--- config.mk ---
export PLATFORM = sky130hd
export DESIGN_NAME = pcpi_issue_ctrl_flat
export DESIGN_NICKNAME = d
export VERILOG_FILES = /design/src/rtl/pcpi_issue_ctrl_if.sv /design/src/rtl/pcpi_issue_ctrl.sv /design/src/flat_wrapper.sv
export SDC_FILE = /design/constraint.sdc
export NUM_CORES = 1
export LEC_CHECK = 0
export CAP_MARGIN = 0
export CORE_ASPECT_RATIO = 1.2
export CORE_UTILIZATION = 35
export CTS_BUF_LIST = sky130_fd_sc_hd__clkbuf_2
export CTS_CLUSTER_SIZE = 12
export DETAILED_ROUTE_END_ITERATION = 10
export PLACE_DENSITY = 0.72
export SYNTH_ARGS = -nofsm -noshare
export SYNTH_HDL_FRONTEND = slang
export SYNTH_SLANG_ARGS = --single-unit
--- constraint.sdc ---
create_clock -name clk -period 2.3 [get_ports clk]
set_input_delay 0.46 -clock clk [delete_from_list [all_inputs] [get_ports clk]]
set_output_delay 0.46 -clock clk [all_outputs]
set_load 0.05 [all_outputs]
--- src/rtl/pcpi_issue_ctrl_if.sv ---
// PCPI issue controller bus bundle.
// Request, coprocessor and response channels.
interface pcpi_issue_ctrl_if;
  logic        req_valid;
  logic        req_ready;
  logic [31:0] req_insn;
  logic [31:0] req_rs1;
  logic [31:0] req_rs2;
  logic [4:0]  req_rd_addr;

  logic        pcpi_valid;
  logic [31:0] pcpi_insn;
  logic [31:0] pcpi_rs1;
  logic [31:0] pcpi_rs2;
  logic        pcpi_wr;
  logic [31:0] pcpi_rd;
  logic        pcpi_wait;
  logic        pcpi_ready;

  logic        rsp_valid;
  logic        rsp_ready;
  logic        rsp_wr;
  logic [31:0] rsp_rd;
  logic [4:0]  rsp_rd_addr;
  logic        rsp_illegal;

  modport master (
    input  req_valid, req_insn, req_rs1,
    input  req_rs2, req_rd_addr,
    output req_ready,
    output pcpi_valid, pcpi_insn,
    output pcpi_rs1, pcpi_rs2,
    input  pcpi_wr, pcpi_rd,
    input  pcpi_wait, pcpi_ready,
    output rsp_valid, rsp_wr, rsp_rd,
    output rsp_rd_addr, rsp_illegal,
    input  rsp_ready
  );

  modport slave (
    output req_valid, req_insn, req_rs1,
    output req_rs2, req_rd_addr,
    input  req_ready,
    input  pcpi_valid, pcpi_insn,
    input  pcpi_rs1, pcpi_rs2,
    output pcpi_wr, pcpi_rd,
    output pcpi_wait, pcpi_ready,
    input  rsp_valid, rsp_wr, rsp_rd,
    input  rsp_rd_addr, rsp_illegal,
    output rsp_ready
  );
endinterface

--- src/rtl/pcpi_issue_ctrl.sv ---
// PCPI initiator: issues one offloaded insn,
// waits for a claim or times out, returns result.
module pcpi_issue_ctrl #(
  parameter int TIMEOUT_CYCLES = 16,
  parameter bit ENABLE_TIMEOUT = 1'b1
) (
  input  logic              clk,
  input  logic              resetn,
  pcpi_issue_ctrl_if.master bus,
  output logic              busy
);

  typedef enum logic [1:0] {
    IDLE,
    ISSUE,
    RESP
  } state_t;

  localparam logic [7:0] TMO = 8'(TIMEOUT_CYCLES);

  state_t      state_q, state_d;
  logic [7:0]  cnt_q, cnt_d;
  logic        pv_q, pv_d;
  logic [31:0] insn_q, insn_d;
  logic [31:0] rs1_q, rs1_d;
  logic [31:0] rs2_q, rs2_d;
  logic        rv_q, rv_d;
  logic        rwr_q, rwr_d;
  logic [31:0] rrd_q, rrd_d;
  logic [4:0]  rda_q, rda_d;
  logic        ill_q, ill_d;

  assign bus.req_ready   = resetn && (state_q == IDLE);
  assign busy            = (state_q != IDLE);
  assign bus.pcpi_valid  = pv_q;
  assign bus.pcpi_insn   = insn_q;
  assign bus.pcpi_rs1    = rs1_q;
  assign bus.pcpi_rs2    = rs2_q;
  assign bus.rsp_valid   = rv_q;
  assign bus.rsp_wr      = rwr_q;
  assign bus.rsp_rd      = rrd_q;
  assign bus.rsp_rd_addr = rda_q;
  assign bus.rsp_illegal = ill_q;

  // Next-state: accept, issue with ready>wait>count, respond.
  always_comb begin
    state_d = state_q;
    cnt_d   = cnt_q;
    pv_d    = pv_q;
    insn_d  = insn_q;
    rs1_d   = rs1_q;
    rs2_d   = rs2_q;
    rv_d    = rv_q;
    rwr_d   = rwr_q;
    rrd_d   = rrd_q;
    rda_d   = rda_q;
    ill_d   = ill_q;
    unique case (state_q)
      IDLE: begin
        if (bus.req_valid && bus.req_ready) begin
          insn_d  = bus.req_insn;
          rs1_d   = bus.req_rs1;
          rs2_d   = bus.req_rs2;
          rda_d   = bus.req_rd_addr;
          cnt_d   = TMO;
          pv_d    = 1'b1;
          state_d = ISSUE;
        end
      end
      ISSUE: begin
        if (bus.pcpi_ready) begin
          rwr_d   = bus.pcpi_wr;
          rrd_d   = bus.pcpi_wr ? bus.pcpi_rd : '0;
          ill_d   = 1'b0;
          rv_d    = 1'b1;
          pv_d    = 1'b0;
          state_d = RESP;
        end else if (bus.pcpi_wait) begin
          cnt_d = TMO;
        end else if (ENABLE_TIMEOUT && cnt_q == 8'd1) begin
          rwr_d   = 1'b0;
          rrd_d   = '0;
          ill_d   = 1'b1;
          rv_d    = 1'b1;
          pv_d    = 1'b0;
          state_d = RESP;
        end else if (ENABLE_TIMEOUT) begin
          cnt_d = cnt_q - 8'd1;
        end
      end
      RESP: begin
        if (bus.rsp_ready) begin
          rv_d    = 1'b0;
          state_d = IDLE;
        end
      end
      default: state_d = IDLE;
    endcase
  end

  // State and output registers, synchronous reset.
  always_ff @(posedge clk) begin
    if (!resetn) begin
      state_q <= IDLE;
      cnt_q   <= '0;
      pv_q    <= 1'b0;
      insn_q  <= '0;
      rs1_q   <= '0;
      rs2_q   <= '0;
      rv_q    <= 1'b0;
      rwr_q   <= 1'b0;
      rrd_q   <= '0;
      rda_q   <= '0;
      ill_q   <= 1'b0;
    end else begin
      state_q <= state_d;
      cnt_q   <= cnt_d;
      pv_q    <= pv_d;
      insn_q  <= insn_d;
      rs1_q   <= rs1_d;
      rs2_q   <= rs2_d;
      rv_q    <= rv_d;
      rwr_q   <= rwr_d;
      rrd_q   <= rrd_d;
      rda_q   <= rda_d;
      ill_q   <= ill_d;
    end
  end

endmodule

--- src/flat_wrapper.sv ---
// flat-port wrapper written by rule: the top's interface ports become plain ports
module pcpi_issue_ctrl_flat 
#(
  parameter int TIMEOUT_CYCLES = 16,
  parameter bit ENABLE_TIMEOUT = 1'b1
)
  (clk, resetn, busy, bus_req_valid, bus_req_insn, bus_req_rs1, bus_req_rs2, bus_req_rd_addr, bus_req_ready, bus_pcpi_valid, bus_pcpi_insn, bus_pcpi_rs1, bus_pcpi_rs2, bus_pcpi_wr, bus_pcpi_rd, bus_pcpi_wait, bus_pcpi_ready, bus_rsp_valid, bus_rsp_wr, bus_rsp_rd, bus_rsp_rd_addr, bus_rsp_illegal, bus_rsp_ready);
  pcpi_issue_ctrl_if bus_i ();
  input  logic clk;
  input  logic resetn;
  output logic busy;
  input wire logic [$bits(bus_i.req_valid)-1:0] bus_req_valid;
  input wire logic [$bits(bus_i.req_insn)-1:0] bus_req_insn;
  input wire logic [$bits(bus_i.req_rs1)-1:0] bus_req_rs1;
  input wire logic [$bits(bus_i.req_rs2)-1:0] bus_req_rs2;
  input wire logic [$bits(bus_i.req_rd_addr)-1:0] bus_req_rd_addr;
  output wire logic [$bits(bus_i.req_ready)-1:0] bus_req_ready;
  output wire logic [$bits(bus_i.pcpi_valid)-1:0] bus_pcpi_valid;
  output wire logic [$bits(bus_i.pcpi_insn)-1:0] bus_pcpi_insn;
  output wire logic [$bits(bus_i.pcpi_rs1)-1:0] bus_pcpi_rs1;
  output wire logic [$bits(bus_i.pcpi_rs2)-1:0] bus_pcpi_rs2;
  input wire logic [$bits(bus_i.pcpi_wr)-1:0] bus_pcpi_wr;
  input wire logic [$bits(bus_i.pcpi_rd)-1:0] bus_pcpi_rd;
  input wire logic [$bits(bus_i.pcpi_wait)-1:0] bus_pcpi_wait;
  input wire logic [$bits(bus_i.pcpi_ready)-1:0] bus_pcpi_ready;
  output wire logic [$bits(bus_i.rsp_valid)-1:0] bus_rsp_valid;
  output wire logic [$bits(bus_i.rsp_wr)-1:0] bus_rsp_wr;
  output wire logic [$bits(bus_i.rsp_rd)-1:0] bus_rsp_rd;
  output wire logic [$bits(bus_i.rsp_rd_addr)-1:0] bus_rsp_rd_addr;
  output wire logic [$bits(bus_i.rsp_illegal)-1:0] bus_rsp_illegal;
  input wire logic [$bits(bus_i.rsp_ready)-1:0] bus_rsp_ready;
  assign bus_i.req_valid = bus_req_valid;
  assign bus_i.req_insn = bus_req_insn;
  assign bus_i.req_rs1 = bus_req_rs1;
  assign bus_i.req_rs2 = bus_req_rs2;
  assign bus_i.req_rd_addr = bus_req_rd_addr;
  assign bus_req_ready = bus_i.req_ready;
  assign bus_pcpi_valid = bus_i.pcpi_valid;
  assign bus_pcpi_insn = bus_i.pcpi_insn;
  assign bus_pcpi_rs1 = bus_i.pcpi_rs1;
  assign bus_pcpi_rs2 = bus_i.pcpi_rs2;
  assign bus_i.pcpi_wr = bus_pcpi_wr;
  assign bus_i.pcpi_rd = bus_pcpi_rd;
  assign bus_i.pcpi_wait = bus_pcpi_wait;
  assign bus_i.pcpi_ready = bus_pcpi_ready;
  assign bus_rsp_valid = bus_i.rsp_valid;
  assign bus_rsp_wr = bus_i.rsp_wr;
  assign bus_rsp_rd = bus_i.rsp_rd;
  assign bus_rsp_rd_addr = bus_i.rsp_rd_addr;
  assign bus_rsp_illegal = bus_i.rsp_illegal;
  assign bus_i.rsp_ready = bus_rsp_ready;
  pcpi_issue_ctrl #(.TIMEOUT_CYCLES(TIMEOUT_CYCLES), .ENABLE_TIMEOUT(ENABLE_TIMEOUT)) u_core (.clk(clk), .resetn(resetn), .bus(bus_i), .busy(busy));
endmodule
# --- Yosys cells after proc, flatten, opt, wreduce, memory -nomap -nowiden ---
# Cells that the tools add are included.
op_classes:
  add_sub_neg: 1
  eq_ne: 10
  mux: 27
  reduce_logical: 13
ops:
  columns: ["op", "n"]
  rows:
  - ["32-bit two-way mux", 4]
  - ["8-bit two-way mux", 4]
  - ["8-bit case mux with 2 select lines", 1]
  - ["4-bit AND reduction", 4]
  - ["1-bit two-way mux", 10]
  - ["2-bit two-way mux", 5]
  - ["8-bit by 1-bit == test with 1-bit output, second input constant", 1]
  - ["2-bit nonzero test", 4]
  - ["8-bit by 1-bit subtractor with 8-bit output, second input constant", 1]
  - ["2-bit != test, second input constant", 3]
  - ["3-bit != test, second input constant", 2]
  - ["2-bit case mux with 3 select lines", 1]
  - ["1-bit case mux with 2 select lines", 2]
  - ["3-bit by 2-bit != test with 1-bit output, second input constant", 1]
  - ["3-bit AND reduction", 1]
  - ["2-bit by 1-bit == test with 1-bit output, second input constant", 1]
  - ["2-bit == test, second input constant", 1]
  - ["1-bit logical AND", 2]
  - ["2-bit zero test", 1]
  - ["2-bit by 1-bit != test with 1-bit output, second input constant", 1]
  - ["2-bit AND reduction", 1]
totals:
  register_bits: 147
  in_bits: 140
  output_inout_bits: 139

# --- Logic depth before layout (Yosys ltp) ---
logic_depth:
  word_depth: 5
  depth_mapped: 8

# --- Worst setup path before layout ---
# Ideal clock, no wire load.
synth_timing:
  path_kind: "input -> register"
  from: "in resetn"
  to: "reg u_core.rs1_q[10] (netlist: u_core.bus.pcpi_rs1[10])"
  t_arrival_ns: 2.211
  t_required_ns: 2.186
  setup_slack_ns: -0.024
  path_stages: 7
  path_buffers: 3
  path_cell_list: "clkbuf_1 -> nor3b_2 -> nand2_1 -> buf_2 -> buf_1 -> nand3_1 -> nand2_1"
synth_via:
  elab_chain_len: 3
synth_lines:
  columns: ["item", "line_no", "source"]
  rows:
  - ["from (decl)", "flat_wrapper.sv:10", "input logic resetn;"]
  - ["1-bit logical AND", "pcpi_issue_ctrl.sv:33", "assign bus.req_ready = resetn && (state_q == IDLE);"]
  - ["named net bus_req_ready", "flat_wrapper.sv:17", "output wire logic [$bits(bus_i.req_ready)-1:0] bus_req_ready;"]
  - ["1-bit logical AND", "pcpi_issue_ctrl.sv:60", "if (bus.req_valid && bus.req_ready) begin"]
  - ["2-bit AND reduction (no source line)", null, null]
  - ["to (signal assigned)", "pcpi_issue_ctrl.sv:120", "rs1_q <= rs1_d;"]
  - ["to (decl)", "pcpi_issue_ctrl.sv:25", "logic [31:0] rs1_q, rs1_d;"]
# The timed path passes the listed nets, and every way through them passes these cells.
# A chain may end at the register's enable or synchronous reset.

# --- Worst setup path in the final report ---
layout_timing:
  from: "reg u_core.rs2_q[30] (netlist: u_core.bus.pcpi_rs2[30])"
  to: "out bus_pcpi_rs2[30]"
layout_rtl:
  columns: ["item", "line_no", "source"]
  rows:
  - ["from (decl)", "pcpi_issue_ctrl.sv:26", "logic [31:0] rs2_q, rs2_d;"]
  - ["from (signal assigned)", "pcpi_issue_ctrl.sv:121", "rs2_q <= rs2_d;"]
  - ["to (decl)", "flat_wrapper.sv:21", "output wire logic [$bits(bus_i.pcpi_rs2)-1:0] bus_pcpi_rs2;"]
# No word-level cell between the ends.

==> results.yml <==
sta:
  hold_slack_ns: 0.244
  setup_violations: 0
  setup_tns_ns: 0
  max_clock_freq_mhz: 467
  maxSlewHeadroom_pct: 57.9
  skew_ns: 0.0182
  period_share_pct: 93.2
  fin_crit_ns: 2.14
  finalMaxSlewViolations: 0
  rsz0062_at_grt: "false"
  hold_viol: 0
  worst_slew_pin_slew_ns: 0.632
cts:
  htreeDepth: 4
  clock_path_buffers: 2
  clock_latency_ns: 0.71
  cts_tree: "yes"
  root_buffer: "clkbuf_2"
  post-cts-setup-buffers: 0
  cts.clk_slew.worst_paths_ns: 0.22
  numCtsBuffers: 17
  cts.sinks: 147
die:
  fp.coreArea_sq_mm: 0.0150
  ios: 279
  die_y_um: 137
  start_util_pct: 35.7
  fp.dieW_um: 115
  die-area_sq_mm: 0.0158
  num_rows: 49
global_routing:
  antenna_found_initial: 1
  grt_max_degree: 60
  first_global_vias: 4904
  overflow: 0
  grt_pass1_wl_mm: 24.7
  grt_usage_pct: 20.1
critical_path:
  required_ns: 1.84
  worst_setup_path_start_kind: "register"
  crit_family: "buffers and inverters"
  crit_path_end: "bus_pcpi_rs2[30]"
  crit_path_start: "u_core.bus.pcpi_rs2[30]"
  crit_slowest_cell: "dlygate4sd2_1"
  critPathCaptureType: "output pin"
  r2r_start: "u_core.cnt_q[1]"
  worstPathArrival_ns: 1.68
  rr_worst_depth: 6
  critical_path_buf_inv_count: 1
  worstSetupPathType: "reg -> out"
  cp_max_fo: 2
  cpPeakStageDelay_ns: 0.59
  r2r_slack_ns: 0.45
  r2r-end: "u_core.cnt_q[6]"
  path_cells: "dlygate4sd2_1"
  cp_num_cells: 1
yosys:
  synthTopCellsByCount: "nand2_1, dfxtp_1, nand3_1"
  synth.area.top_cells: "dfxtp_1, nand2_1, nand3_1"
  synth-edff-count: 0
  syn_nets: 812
  synth_top_area_share_pct: 55.1
  synth-main-ff-cell: "dfxtp_1"
  synth_cells: 670
  yosysSeqAreaShare_pct: 55.1
  avgSynthCellArea_sq_um: 7.98
  ys_warn_count: 0
  yosysMostFrequentCell: "nand2_1"
  syn_area_sq_mm: 0.00534
  async_reset_ff_share_pct: 0
  synth.distinct_cells: 35
  ys_ff_latch: 147
  yosys.area.top_type: "dfxtp_1"
layout:
  ff_latch_area_sq_mm: 0.00295
  fin_area_sq_mm: 0.00841
  layout.nets: 1070
  area_growth_pct: 57.4
  multi_input_area_sq_mm: 0.00218
  drive_gt1_share_pct: 6.38
  fillers: 1495
power:
  total_power_mw: 5.63
  max-vdd-ir-drop_mv: 0.408
  p_clk_share_pct: 23.8
  seqPwrFrac_pct: 49.9
  p_sw_mw: 2.01
  p_per_area_mw_per_mm2: 669
  swShare_pct: 35.7
  comb_power_share_pct: 26.3
  p_leak_nw: 4.09
  power.internal_mw: 3.62
detailed_routing:
  drtIter0Drc: 340
  drc: 0
  num_vias: 5385
  wl_per_cell_um: 14.0
  ant_nets: 0
  wl_mm: 16.0
  detail_route.first_pass.iterations: 4
  viasPerCell: 4.70
placed_design:
  io_buffers: 278
  placed_area_sq_mm: 0.00837
  place_congestion: 0.809
  hpwl_mm: 11.1
hold_path:
  worstHoldStart: "bus_req_rs1[3]"
  hold_class: "in -> reg"
  whs_path_depth: 3
run:
  maxCapViolations: 0
outcome:
  status: "complete, no violations"
## worst min path at each step
stage	endpoint	slack [ns]
after floorplan	u_core.cnt_q[1]	0.47
after global placement	u_core.bus.pcpi_rs2[26]	0.44
after detailed placement	u_core.bus.pcpi_rs1[5]	0.44
after CTS	u_core.bus.pcpi_rs1[6]	0.15
after global routing	u_core.bus.pcpi_rs1[2]	0.15
final	u_core.bus.pcpi_rs1[3]	0.24
## flip-flops by register name, indices dropped and copies added, names as in the netlist
register	flops
u_core.bus.pcpi_insn	32
u_core.bus.rsp_illegal	1
u_core.bus.pcpi_rs1	32
u_core.bus.rsp_wr	1
u_core.cnt_q	8
u_core.bus.rsp_rd_addr	5
u_core.state_q	2
u_core.bus.rsp_rd	32
u_core.bus.pcpi_rs2	32
u_core.bus.rsp_valid	1
u_core.bus.pcpi_valid	1
## layer usage
layer	vias up	track usage [%]	share of wire, %
met4	0	7.50	1.6
li1	2728	-	-
met2	195	33.0	48
met3	18	8.10	8.9
met5	-	0	0
met1	2444	23.6	42
## stage by stage
step,std cells,util (%),setup slack [ns]
after global placement,1113,55.9,0.174
final,1146,56.2,0.157
after detailed placement,1113,55.9,0.138
after floorplan,670,-,0.200
after global routing,1146,56.2,0.0148
after CTS,1145,56.2,0.0437
## cell type report
type / count / share of cell area, %
Tap cell: 204 / 3.03
Inverter: 6 / 0.268
Clock inverter: 13 / 1.34
Clock buffer: 19 / 1.13
Timing Repair Buffer: 290 / 33.3
Antenna cell: 1 / 0.0297
Multi-Input combinational cell: 466 / 25.9
Sequential cell: 147 / 35.0
## tightest hold or removal path, cell delays in order
cell	delay (ns)
clkdlybuf4s50_1	0.39
nand2_1	0.06
nand2_1	0.04
## cells in the final DEF, fill, tap and decap left out, drive strengths merged, types with 2 or more instances in the layout
cell type,n
nand2,237
dfxtp,147
clkdlybuf4s50,138
dlygate4sd2,137
nand3,105
a21oi,39
o21ai,37
clkbuf,19
buf,14
nor2,9
inv,7
o21a,6
clkinv,6
clkinvlp,5
nor3,4
and3,4
o221a,4
nor2b,3
ha,2
nor4,2
and2,2
## power by group through the flow
stage	clock network (mW)	registers (mW)	logic (mW)
after floorplan	0	3.43	0.336
after global placement	0	2.86	1.60
after detailed placement	0	2.87	1.60
after CTS	1.40	2.81	1.49
after global routing	1.50	2.84	1.57
final	1.34	2.81	1.48
## cells by family after synthesis
| kind of cell | after synthesis | share of synthesized area (%) |
|---|---|---|
| AOI/OAI and AO/OA | 94 | 10.3 |
| adders and majority gates | 2 | 0.468 |
| buffers and inverters | 57 | 4.50 |
| DFF | 147 | 55.1 |
| and+or+nand+nor | 370 | 29.7 |
## repair_timing
action / in CTS / in global routing
pin swaps: 0 / 0
resized for setup: 140 / 2
gates cloned: 0 / 0
setup endpoints to repair: 138 / 2
hold buffers: 0 / 0
Note: power is estimated with default switching activity, not from simulation.
